## config.mk

```make
export PLATFORM = sky130hd
export DESIGN_NAME = lcd_write_engine
export DESIGN_NICKNAME = d
export VERILOG_FILES = /design/src/rtl/lcd_pkg.sv /design/src/rtl/lcd_delay_cnt.sv /design/src/rtl/lcd_write_engine.sv
export SDC_FILE = /design/constraint.sdc
export NUM_CORES = 1
export LEC_CHECK = 0
export ABC_AREA = 1
export CELL_PAD_IN_SITES_DETAIL_PLACEMENT = 1
export CELL_PAD_IN_SITES_GLOBAL_PLACEMENT = 2
export CORE_MARGIN = 2
export CORE_UTILIZATION = 30
export DETAILED_ROUTE_END_ITERATION = 16
export PLACE_DENSITY = 0.86
export SLEW_MARGIN = 30
export SYNTH_ARGS = -nofsm -noshare
export SYNTH_HDL_FRONTEND = slang
export SYNTH_SLANG_ARGS = --single-unit
export TNS_END_PERCENT = 100
```

## constraint.sdc

```tcl
create_clock -name i_clk -period 1.59 [get_ports i_clk]
set_input_delay 0.2385 -clock i_clk [delete_from_list [all_inputs] [get_ports i_clk]]
set_output_delay 0.2385 -clock i_clk [all_outputs]
set_load 0.01 [all_outputs]
```

## src/rtl/lcd_pkg.sv

```systemverilog
//------------------------------------------------------------------------------
// Module   : lcd_pkg
// Brief    : Shared types, init ROM, opcodes and default timing for the
//            HD44780-style LCD write engine.
// Revision : 1.0 - initial release
//------------------------------------------------------------------------------
`default_nettype none

package lcd_pkg;

    localparam int unsigned CNT_W = 20;

    localparam int unsigned DEF_POWERUP_CYC    = 750000;
    localparam int unsigned DEF_SETUP_CYC      = 3;
    localparam int unsigned DEF_EN_PULSE_CYC   = 25;
    localparam int unsigned DEF_CMD_WAIT_CYC   = 2500;
    localparam int unsigned DEF_CLEAR_WAIT_CYC = 82000;

    localparam logic [7:0] LCD_CLEAR = 8'h01;
    localparam logic [7:0] LCD_HOME  = 8'h02;

    // Index 0 is issued first: function set, display on, clear, entry mode.
    localparam logic [3:0][7:0] INIT_ROM = {8'h06, 8'h01, 8'h0C, 8'h38};

    typedef enum logic [2:0] {
        S_PWRUP      = 3'd0,
        S_SETUP      = 3'd1,
        S_PULSE      = 3'd2,
        S_WAIT       = 3'd3,
        S_IDLE       = 3'd4,
        S_POLL_SETUP = 3'd5,
        S_POLL_PULSE = 3'd6
    } lcd_state_e;

    // Clear and home need the long execution time on the panel.
    function automatic logic is_long_cmd(input logic rs, input logic [7:0] data);
        return !rs && ((data == LCD_CLEAR) || (data == LCD_HOME));
    endfunction

endpackage

`default_nettype wire

```

## src/rtl/lcd_delay_cnt.sv

```systemverilog
//------------------------------------------------------------------------------
// Module   : lcd_delay_cnt
// Brief    : Loadable down-counter that holds at zero; o_done flags zero.
// Revision : 1.0 - initial release
//------------------------------------------------------------------------------
`default_nettype none

module lcd_delay_cnt
    import lcd_pkg::*;
(
    input  logic             i_clk,
    input  logic             i_rst_n,
    input  logic             i_load,
    input  logic [CNT_W-1:0] i_load_val,
    output logic [CNT_W-1:0] o_value,
    output logic             o_done
);

    logic [CNT_W-1:0] cnt_q;
    logic [CNT_W-1:0] cnt_d;

    always_comb begin
        cnt_d = cnt_q;
        if (i_load) begin
            cnt_d = i_load_val;
        end else if (cnt_q != '0) begin
            cnt_d = cnt_q - CNT_W'(1);
        end
    end

    always_ff @(posedge i_clk or negedge i_rst_n) begin
        if (!i_rst_n) begin
            cnt_q <= '0;
        end else begin
            cnt_q <= cnt_d;
        end
    end

    assign o_value = cnt_q;
    assign o_done  = (cnt_q == '0);

endmodule

`default_nettype wire

```

## src/rtl/lcd_write_engine.sv

```systemverilog
//------------------------------------------------------------------------------
// Module   : lcd_write_engine
// Brief    : HD44780 pin sequencer: power-up wait, 4-command init, then one
//            byte per valid/ready handshake. Define LCD_BUSY_POLL_EN to
//            replace fixed user-write waits with busy-flag polling.
// Revision : 1.0 - initial release
//------------------------------------------------------------------------------
`default_nettype none

module lcd_write_engine
    import lcd_pkg::*;
#(
    parameter int unsigned POWERUP_CYC    = DEF_POWERUP_CYC,
    parameter int unsigned SETUP_CYC      = DEF_SETUP_CYC,
    parameter int unsigned EN_PULSE_CYC   = DEF_EN_PULSE_CYC,
    parameter int unsigned CMD_WAIT_CYC   = DEF_CMD_WAIT_CYC,
    parameter int unsigned CLEAR_WAIT_CYC = DEF_CLEAR_WAIT_CYC
) (
    input  logic       i_clk,
    input  logic       i_rst_n,
    input  logic       i_vld,
    input  logic       i_rs,
    input  logic [7:0] i_data,
    output logic       o_rdy,
    output logic       o_init_done,
    output logic       o_lcd_on,
    output logic       o_lcd_en,
    output logic       o_lcd_rs,
    output logic       o_lcd_rw,
    output logic [7:0] o_lcd_data
`ifdef LCD_BUSY_POLL_EN
    ,
    input  logic       i_lcd_busy,
    output logic       o_lcd_oe
`endif
);

    localparam logic [CNT_W-1:0] C_PWRUP_LD = CNT_W'(POWERUP_CYC - 1);
    localparam logic [CNT_W-1:0] C_SETUP_LD = CNT_W'(SETUP_CYC - 1);
    localparam logic [CNT_W-1:0] C_PULSE_LD = CNT_W'(EN_PULSE_CYC - 1);
    localparam logic [CNT_W-1:0] C_CMD_LD   = CNT_W'(CMD_WAIT_CYC - 1);
    localparam logic [CNT_W-1:0] C_CLEAR_LD = CNT_W'(CLEAR_WAIT_CYC - 1);

    lcd_state_e       state_q, state_d;
    logic             on_q, on_d;
    logic             rs_q, rs_d;
    logic [7:0]       data_q, data_d;
    logic [1:0]       idx_q, idx_d;
    logic             done_q, done_d;

    logic             cnt_load;
    logic [CNT_W-1:0] cnt_val;
    logic             cnt_done;
    logic [CNT_W-1:0] unused_cnt_value;
    logic [CNT_W-1:0] wait_val;
    logic [1:0]       idx_nxt;

`ifdef LCD_BUSY_POLL_EN
    logic [CNT_W-1:0] poll_cnt_q, poll_cnt_d;
    logic             poll_timeout;
    logic             in_poll;
`endif

    lcd_delay_cnt u_delay_cnt (
        .i_clk      (i_clk),
        .i_rst_n    (i_rst_n),
        .i_load     (cnt_load),
        .i_load_val (cnt_val),
        .o_value    (unused_cnt_value),
        .o_done     (cnt_done)
    );

    assign wait_val = is_long_cmd(rs_q, data_q) ? C_CLEAR_LD : C_CMD_LD;
    assign idx_nxt  = idx_q + 2'd1;

`ifdef LCD_BUSY_POLL_EN
    assign in_poll      = (state_q == S_POLL_SETUP) || (state_q == S_POLL_PULSE);
    assign poll_timeout = (poll_cnt_q == C_CLEAR_LD);
`endif

    always_comb begin
        state_d  = state_q;
        on_d     = 1'b1;
        rs_d     = rs_q;
        data_d   = data_q;
        idx_d    = idx_q;
        done_d   = done_q;
        cnt_load = 1'b0;
        cnt_val  = '0;
`ifdef LCD_BUSY_POLL_EN
        poll_cnt_d = poll_cnt_q;
`endif

        case (state_q)
            S_PWRUP: begin
                // on_q is low only on the first cycle out of reset: arm the wait.
                if (!on_q) begin
                    cnt_load = 1'b1;
                    cnt_val  = C_PWRUP_LD;
                end else if (cnt_done) begin
                    rs_d     = 1'b0;
                    data_d   = INIT_ROM[0];
                    idx_d    = 2'd0;
                    state_d  = S_SETUP;
                    cnt_load = 1'b1;
                    cnt_val  = C_SETUP_LD;
                end
            end

            S_SETUP: begin
                if (cnt_done) begin
                    state_d  = S_PULSE;
                    cnt_load = 1'b1;
                    cnt_val  = C_PULSE_LD;
                end
            end

            S_PULSE: begin
                if (cnt_done) begin
`ifdef LCD_BUSY_POLL_EN
                    if (done_q) begin
                        state_d    = S_POLL_SETUP;
                        cnt_load   = 1'b1;
                        cnt_val    = C_SETUP_LD;
                        poll_cnt_d = '0;
                    end else begin
                        state_d  = S_WAIT;
                        cnt_load = 1'b1;
                        cnt_val  = wait_val;
                    end
`else
                    state_d  = S_WAIT;
                    cnt_load = 1'b1;
                    cnt_val  = wait_val;
`endif
                end
            end

            S_WAIT: begin
                if (cnt_done) begin
                    if (done_q) begin
                        state_d = S_IDLE;
                    end else if (idx_q != 2'd3) begin
                        idx_d    = idx_nxt;
                        rs_d     = 1'b0;
                        data_d   = INIT_ROM[idx_nxt];
                        state_d  = S_SETUP;
                        cnt_load = 1'b1;
                        cnt_val  = C_SETUP_LD;
                    end else begin
                        done_d  = 1'b1;
                        state_d = S_IDLE;
                    end
                end
            end

            S_IDLE: begin
                if (i_vld) begin
                    rs_d     = i_rs;
                    data_d   = i_data;
                    state_d  = S_SETUP;
                    cnt_load = 1'b1;
                    cnt_val  = C_SETUP_LD;
                end
            end

`ifdef LCD_BUSY_POLL_EN
            S_POLL_SETUP: begin
                poll_cnt_d = poll_cnt_q + CNT_W'(1);
                if (poll_timeout) begin
                    state_d = S_IDLE;
                end else if (cnt_done) begin
                    state_d  = S_POLL_PULSE;
                    cnt_load = 1'b1;
                    cnt_val  = C_PULSE_LD;
                end
            end

            S_POLL_PULSE: begin
                poll_cnt_d = poll_cnt_q + CNT_W'(1);
                if (poll_timeout) begin
                    state_d = S_IDLE;
                end else if (cnt_done) begin
                    // DB7 is sampled on the last EN-high cycle.
                    if (!i_lcd_busy) begin
                        state_d = S_IDLE;
                    end else begin
                        state_d  = S_POLL_SETUP;
                        cnt_load = 1'b1;
                        cnt_val  = C_SETUP_LD;
                    end
                end
            end
`endif

            default: begin
                state_d = S_PWRUP;
            end
        endcase
    end

    always_ff @(posedge i_clk or negedge i_rst_n) begin
        if (!i_rst_n) begin
            state_q <= S_PWRUP;
            on_q    <= 1'b0;
            rs_q    <= 1'b0;
            data_q  <= 8'h00;
            idx_q   <= 2'd0;
            done_q  <= 1'b0;
        end else begin
            state_q <= state_d;
            on_q    <= on_d;
            rs_q    <= rs_d;
            data_q  <= data_d;
            idx_q   <= idx_d;
            done_q  <= done_d;
        end
    end

`ifdef LCD_BUSY_POLL_EN
    always_ff @(posedge i_clk or negedge i_rst_n) begin
        if (!i_rst_n) begin
            poll_cnt_q <= '0;
        end else begin
            poll_cnt_q <= poll_cnt_d;
        end
    end
`endif

    // EN decodes straight from the state flop so reset kills it asynchronously.
    assign o_rdy       = (state_q == S_IDLE);
    assign o_init_done = done_q;
    assign o_lcd_on    = on_q;
    assign o_lcd_data  = data_q;

`ifdef LCD_BUSY_POLL_EN
    assign o_lcd_en = (state_q == S_PULSE) || (state_q == S_POLL_PULSE);
    assign o_lcd_rs = in_poll ? 1'b0 : rs_q;
    assign o_lcd_rw = in_poll;
    assign o_lcd_oe = !in_poll;
`else
    assign o_lcd_en = (state_q == S_PULSE);
    assign o_lcd_rs = rs_q;
    assign o_lcd_rw = 1'b0;
`endif

endmodule

`default_nettype wire
```

=== After elaboration in Yosys (flattened, before gate mapping) ===
Cells that the tools add are included.

* Register bits after elaboration: 36
* Input bits: 12
* Memories: 0
* Memory bits (read-only): 0
* Logic and storage cells: 91
* Bits in writable memories: 0
* Latch bits: 0
* Output and inout port bits: 14

* $add $sub $neg: 2
* Order comparisons: 1
* Multiply operators: 0
* Shifts and indexed selects: 0
* Equality and inequality tests: 15
* Divide/modulo/power cells: 0
* Reduce and logical (&&, ||, !) cells: 14
* Multiplexer cells: 52
* Bitwise gates (word level): 0

{| class="wikitable"
|+ Operators with widths
! cell !! number
|-
| $pmux 20 s5 || 1
|-
| $mux 20 || 3
|-
| $mux 8 || 7
|-
| $mux 17 || 2
|-
| $mux 3 || 8
|-
| $pmux 8 s3 || 1
|-
| $logic_not 20->1 || 1
|-
| $mux 2 || 10
|-
| $reduce_bool 20->1 || 1
|-
| $sub 20x1->20 const B || 1
|-
| $bmux 8 s2 || 1
|-
| $ne 2x2->1 const B || 8
|-
| $pmux 3 s5 || 1
|-
| $mux 1 || 14
|-
| $reduce_and 6->1 || 2
|-
| $eq 8x1->1 const B || 1
|-
| $eq 8x2->1 const B || 1
|-
| $reduce_and 7->1 || 1
|-
| $eq 3x2->1 const B || 2
|-
| $mux 5 || 1
|-
| $pmux 1 s4 || 1
|-
| $pmux 2 s2 || 1
|-
| $reduce_bool 2->1 || 2
|-
| $eq 3x1->1 const B || 1
|-
| 12 further kinds || 12
|}

=== Longest topological paths before layout ===
Gate-level depths: netlist of the first run.

* Depth after elaboration: 7
* Gate-level depth with buffers: 11

=== Cells and area by module ===
From an unflattened synthesis of the first run, not the netlist that was laid out.

* Cells, all modules: 357
* Area, all modules: 2,433.6 µm²

{| class="wikitable"
|+ By module, submodules not included
! module !! cells each !! area an instance (µm²) !! times used
|-
| lcd_delay_cnt || 209 || 1,390.1 || 1
|-
| lcd_write_engine || 148 || 1,043.5 || 1
|}

=== Least setup slack after synthesis of the first run ===
OpenSTA, ideal clock, no wires.

* Kind: reg-to-reg
* From: reg u_delay_cnt.cnt_q[0] (netlist: u_delay_cnt.o_value[0])
* To: reg rs_q (netlist: o_lcd_rs)
* Buffers on the path: 1
* Clock period less this slack: 1.671 ns
* Stages on the path, launching flop included: 11
* Setup slack: -0.081 ns
* Arrival time: 1.553 ns
* Setup time: 0.118 ns
* Cells stage by stage: dfrtp_1 inv_1 ha_1 nand3_1 nor2_1 nand3_1 o22ai_2 nand2_2 buf_6 nand2_1 o21ai_2

* Word-level cells in the longest chain between the ends: 3
* Elaborated cells on any way between the ends: 4

{| class="wikitable"
|+ Ends and longest elaborated chain
! element !! RTL line !! text
|-
| from (decl) || lcd_delay_cnt.sv:19 || <nowiki>logic [CNT_W-1:0] cnt_q;</nowiki>
|-
| from (signal assigned) || lcd_delay_cnt.sv:35 || <nowiki>cnt_q <= cnt_d;</nowiki>
|-
| $logic_not 20->1 (*) || lcd_delay_cnt.sv:40 || <nowiki>assign o_done = (cnt_q == '0);</nowiki>
|-
| $ne 2x2->1 (no line) || - ||
|-
| $reduce_and 7->1 (no line) (*) || - ||
|-
| to (signal assigned) || lcd_write_engine.sv:213 || <nowiki>rs_q <= rs_d;</nowiki>
|-
| to (decl) || lcd_write_engine.sv:46 || <nowiki>logic rs_q, rs_d;</nowiki>
|}

Mark *: on every way between the ends. The rest lies on a longest branch, timed or not.
A chain may end at the register's enable or synchronous reset.

=== Worst setup path in the final report of the first run ===
* From: reg u_delay_cnt.cnt_q[7] (netlist: u_delay_cnt.o_value[7])
* To: reg u_delay_cnt.cnt_q[16] (netlist: u_delay_cnt.o_value[16])

* Word-level cells in the longest chain between the ends: 5
* Elaborated cells on any way between the ends: 12

{| class="wikitable"
|+ Ends and longest elaborated chain
! element
|-
| parallel branches: the longest is 5 deep, another holds $sub 20x1->20
|}

Several ways; the timed one is not identified. The select of a mux whose other input is x is not followed.

==> results of run 1 <==
[worst max-delay path by stage]
stage | depth (start not counted) | to | start | slack, ns
floorplan | 9 | u_delay_cnt.o_value[18] | u_delay_cnt.o_value[0] | 0.005
global placement | 10 | state_q[0] | u_delay_cnt.o_value[17] | -0.13
detailed placement | 10 | u_delay_cnt.o_value[2] | u_delay_cnt.o_value[9] | -0.18
CTS | 10 | u_delay_cnt.o_value[16] | u_delay_cnt.o_value[8] | -0.08
global route | 9 | u_delay_cnt.o_value[16] | u_delay_cnt.o_value[7] | -0.24
finish | 9 | u_delay_cnt.o_value[16] | u_delay_cnt.o_value[7] | -0.17
[power by group]
| part | internal (mW) | switching, mW |
|---|---|---|
| registers | 1.06 | 0.133 |
| logic | 0.889 | 0.926 |
| clock network | 0.354 | 0.361 |
[kinds of logic (layout without fill, tap and decap cells)]
family | after synthesis | in the layout | share of synthesized area (%)
buffers and inverters | 40 | 156 | 7.43
AO/OA/AOI/OAI | 42 | 42 | 11.5
AND/OR/NAND/NOR | 166 | 166 | 33.8
adder cells (fa/ha/maj) | 6 | 6 | 3.18
other | 2 | 2 | 0.318
XOR/XNOR | 15 | 15 | 5.57
flip-flops | 36 | 36 | 38.2
[layout by cell type, fill, tap and decap left out, types with 2 or more instances in the layout]
| cell | netlist | routed |
|---|---|---|
| sky130_fd_sc_hd__buf_4 | 1 | 81 |
| sky130_fd_sc_hd__nand2_1 | 69 | 49 |
| sky130_fd_sc_hd__dfrtp_1 | 36 | 32 |
| sky130_fd_sc_hd__inv_1 | 31 | 24 |
| sky130_fd_sc_hd__nor2_1 | 37 | 22 |
| sky130_fd_sc_hd__clkdlybuf4s50_1 | 0 | 21 |
| sky130_fd_sc_hd__nand4_1 | 18 | 18 |
| sky130_fd_sc_hd__nand2_2 | 3 | 15 |
| sky130_fd_sc_hd__nor2_2 | 7 | 14 |
| sky130_fd_sc_hd__nand3_1 | 18 | 12 |
| sky130_fd_sc_hd__a21oi_2 | 1 | 12 |
| sky130_fd_sc_hd__nor2_4 | 3 | 11 |
| sky130_fd_sc_hd__xor2_1 | 9 | 9 |
| sky130_fd_sc_hd__buf_6 | 2 | 9 |
| sky130_fd_sc_hd__nand2_4 | 0 | 8 |
| sky130_fd_sc_hd__inv_2 | 1 | 7 |
| sky130_fd_sc_hd__o21ai_0 | 10 | 7 |
| sky130_fd_sc_hd__o21ai_2 | 6 | 6 |
| sky130_fd_sc_hd__clkbuf_8 | 0 | 6 |
| sky130_fd_sc_hd__nand3_2 | 1 | 5 |
| sky130_fd_sc_hd__nand3_4 | 2 | 4 |
| sky130_fd_sc_hd__xnor2_1 | 6 | 4 |
| sky130_fd_sc_hd__ha_1 | 6 | 4 |
| sky130_fd_sc_hd__dfrtp_2 | 0 | 4 |
| sky130_fd_sc_hd__nor3_4 | 0 | 3 |
| sky130_fd_sc_hd__o21ai_1 | 0 | 3 |
| sky130_fd_sc_hd__a21oi_1 | 15 | 3 |
| sky130_fd_sc_hd__a22o_1 | 2 | 2 |
| sky130_fd_sc_hd__nor3_1 | 3 | 2 |
| sky130_fd_sc_hd__xnor2_2 | 0 | 2 |
| sky130_fd_sc_hd__ha_4 | 0 | 2 |
| sky130_fd_sc_hd__conb_1 | 2 | 2 |
| sky130_fd_sc_hd__clkbuf_1 | 0 | 2 |
[per-layer routing]
metal	up-vias	routed length (um)	part of all wire, %	global-route usage [%]
met5	-	0	0	0
met4	0	138	1.6	5.64
met3	11	259	3.0	4.15
met2	43	4790	55	36.2
met1	1261	3500	40	21.4
li1	1226	-	-	-
[state kept, by name, indices dropped and copies added (netlist names)]
name                 flops
o_lcd_on                 1
o_init_done              1
idx_q                    2
state_q                  3
u_delay_cnt.o_value     20
o_lcd_rs                 1
o_lcd_data               8
[stage by stage]
stage	instances	setup slack, ns	power (mW)	hold WS, ns
after global routing	525	-0.244	3.94	0.0287
after CTS	518	-0.0837	3.46	0.00295
final	525	-0.175	3.72	-0.0191
after detailed placement	503	-0.182	2.57	0.325
after global placement	503	-0.134	2.52	0.320
after floorplan	307	0.00502	1.86	-0.0571
[cell usage after synthesis (2+ instances only)]
master                     count
sky130_fd_sc_hd__inv_1        31
sky130_fd_sc_hd__nor2_2        7
sky130_fd_sc_hd__dfrtp_1      36
sky130_fd_sc_hd__buf_2         5
sky130_fd_sc_hd__nor3_1        3
sky130_fd_sc_hd__nand3_4       2
sky130_fd_sc_hd__nand2_1      69
sky130_fd_sc_hd__nor2_4        3
sky130_fd_sc_hd__nor2_1       37
sky130_fd_sc_hd__conb_1        2
sky130_fd_sc_hd__xnor2_1       6
sky130_fd_sc_hd__o21ai_0      10
sky130_fd_sc_hd__o21ai_2       6
sky130_fd_sc_hd__a22o_1        2
sky130_fd_sc_hd__nand2_2       3
sky130_fd_sc_hd__nand4_1      18
sky130_fd_sc_hd__a21oi_1      15
sky130_fd_sc_hd__o21bai_1      2
sky130_fd_sc_hd__ha_1          6
sky130_fd_sc_hd__buf_6         2
sky130_fd_sc_hd__nand3_1      18
sky130_fd_sc_hd__nor3_2        2
sky130_fd_sc_hd__xor2_1        9
[final cells by class]
type                       count  share of cell area [%]
inverter                      32                    3.18
timing repair buffer         116                    25.3
multi-input combinational    231                    42.4
clock buffer                   8                    2.33
sequential                    36                    23.5
tap                          102                    3.31
[repair_timing]
item,4_1_cts,5_1_grt
hold endpoints to repair,0,0
pin swaps,17,32
endpoints found under the setup margin,36,36
buffers inserted,7,8
resized for setup,47,63
==> flow_summary_export.csv, run 1 <==
group,metric,value,unit
yosys,leading_cell_types_by_total_area_after_synthesis,"sky130_fd_sc_hd__dfrtp_1 38%, sky130_fd_sc_hd__nand2_1 11%, sky130_fd_sc_hd__nor2_1 5.9%",
setup_path,worstReg2RegEnd,"u_delay_cnt.o_value[16]",
yosys,synth-edff-count,0,
placed_design,numPortBuffers,24,
detailed_routing,drt-vias-per-instance,4.84,
setup_path,reg2reg_slack,-0.17,ns
timing,grt_setup_unrepaired,"true",
setup_path,startpoint_type_of_the_worst_setup_path,"flip-flop",
detailed_routing,drt_first_iter_violations,135,
timing,setup_tns,-2.51,ns
yosys,async_flop_share,100,%
yosys,synth.cell_area,2360,um^2
pwr,power_density,965,nW/um^2
setup_path,cp_slowest_cell,"sky130_fd_sc_hd__dfrtp_1",
grt,track_usage,19.2,%
placed_design,hpwlAfterDp,5.91,mm
timing,timing.final.crit_share,111,%
detailed_routing,dr.pass1.iters,4,
layout,filler_cell_count,912,
floorplanning,placeableCoreArea,7690,um^2
yosys,synth_cell_types,36,
layout,layout-drive-gt1-share,47.5,%
outcome,status,"finished with violations",
cts,clock_latency,0.30,ns
setup_path,cp.buffers_inverters,2,
grt,globalRouteOverflowTotal,0,
layout,area_delta_synth_final,63.6,%
yosys,post-synth-top-area-cell,"sky130_fd_sc_hd__dfrtp_1",
setup_path,worstSetupEndpointType,"flip-flop",
cts,clock_sink_count,36,
setup_path,reg2reg_depth,9,
timing,finalHoldWorstSlack,-0.0191,ns
detailed_routing,via_count,2541,
yosys,synth_top_flop_cell,"sky130_fd_sc_hd__dfrtp_1",
yosys,ys.warnings.count,0,
timing,clock_skew,0.00577,ns
setup_path,critical-path-max-stage-delay,0.43,ns
floorplanning,io_pins,26,
cts,clkSlewWorstSetupHoldPaths,0.08,ns
pwr,p_leak,1.81,nW
min_path,worst_hold_path_type,"primary input to asynchronous set/reset pin",
setup_path,worst_path_top_cell_family_by_delay,"simple AND/OR/NAND/NOR gates",
timing,final.min_clock_period,1.76,ns
grt,grt_antenna_before_repair,0,
grt,grt_pass1_vias,2753,
detailed_routing,routed_wire_per_std_cell,16.6,um
grt,wire_length_of_the_first_global_routing_pass,12.9,mm
placed_design,place_congestion,0.826,
floorplanning,rows,32,
yosys,proportion_of_netlist_area_held_by_the_largest_area_contributor,38.2,%
grt,pin_count_of_the_biggest_net_entering_global_routing,37,
yosys,syn_area_per_cell,7.68,um^2
layout,multiInputGateArea,1640,um^2
yosys,syn_inst,307,
setup_path,crit_arrival,2.00,ns
layout,diodes,0,
floorplanning,starting_density_of_the_core,30.7,%
outcome,violations,"negative hold slack, negative setup slack",
floorplanning,height_of_the_die,92.7,um
setup_path,worst_path_cell_trace,"nor2_2 > nand2_2 > buf_4 > nor2_4 > buf_4 > nand2_2 > xor2_1 > nand4_1 > a21oi_4",
yosys,ys_seq_area_share,38.2,%
floorplanning,die_area,8590,um^2
timing,timing.final.setup_violations,31,
cts,hold_fix_buffer_count_after_cts,0,
setup_path,reg2reg_from,"u_delay_cnt.o_value[7]",
setup_path,cp.required,1.82,ns
layout,final_design_area_no_fill,3860,um^2
cts,tritoncts,"done",
yosys,synth_fp_nets,325,
detailed_routing,drcViolationCount,0,
timing,clock.fmax,0.567,GHz
detailed_routing,antenna_violating_nets_post_route,0,
setup_path,criticalPathCategory,"flip-flop to flip-flop",
timing,final.setup.worst_slack,-0.175,ns
layout,final_util,50.2,%
cts,cts_buffer_depth,2,
layout,area.sequential,906,um^2
pwr,ir_drop,0.000509,V
detailed_routing,finalWirelength,8.69,mm
floorplanning,fp.dieW,92.7,um
job,max_cap_viol_count,0,
layout,final_net_count,440,
cts,cts-buffers-inserted,5,
timing,slew_viol_final,0,
yosys,synth.ff_latch_count,36,
cts,root_buffer_master,"sky130_fd_sc_hd__clkbuf_8",
cts,cts_max_level,2,
placed_design,post_dp_cell_area,3290,um^2
timing,timing.final.hold_violations,36,
setup_path,critical_path.max_fanout,3,
Note: power is estimated with default switching activity, not from simulation.
==> inputs of run 2 (changes only) <==
- GPL_ROUTABILITY_DRIVEN: default -> 1
==> results of run 2 <==
The final DEF is identical to that of run 1; final timing and power are the same.
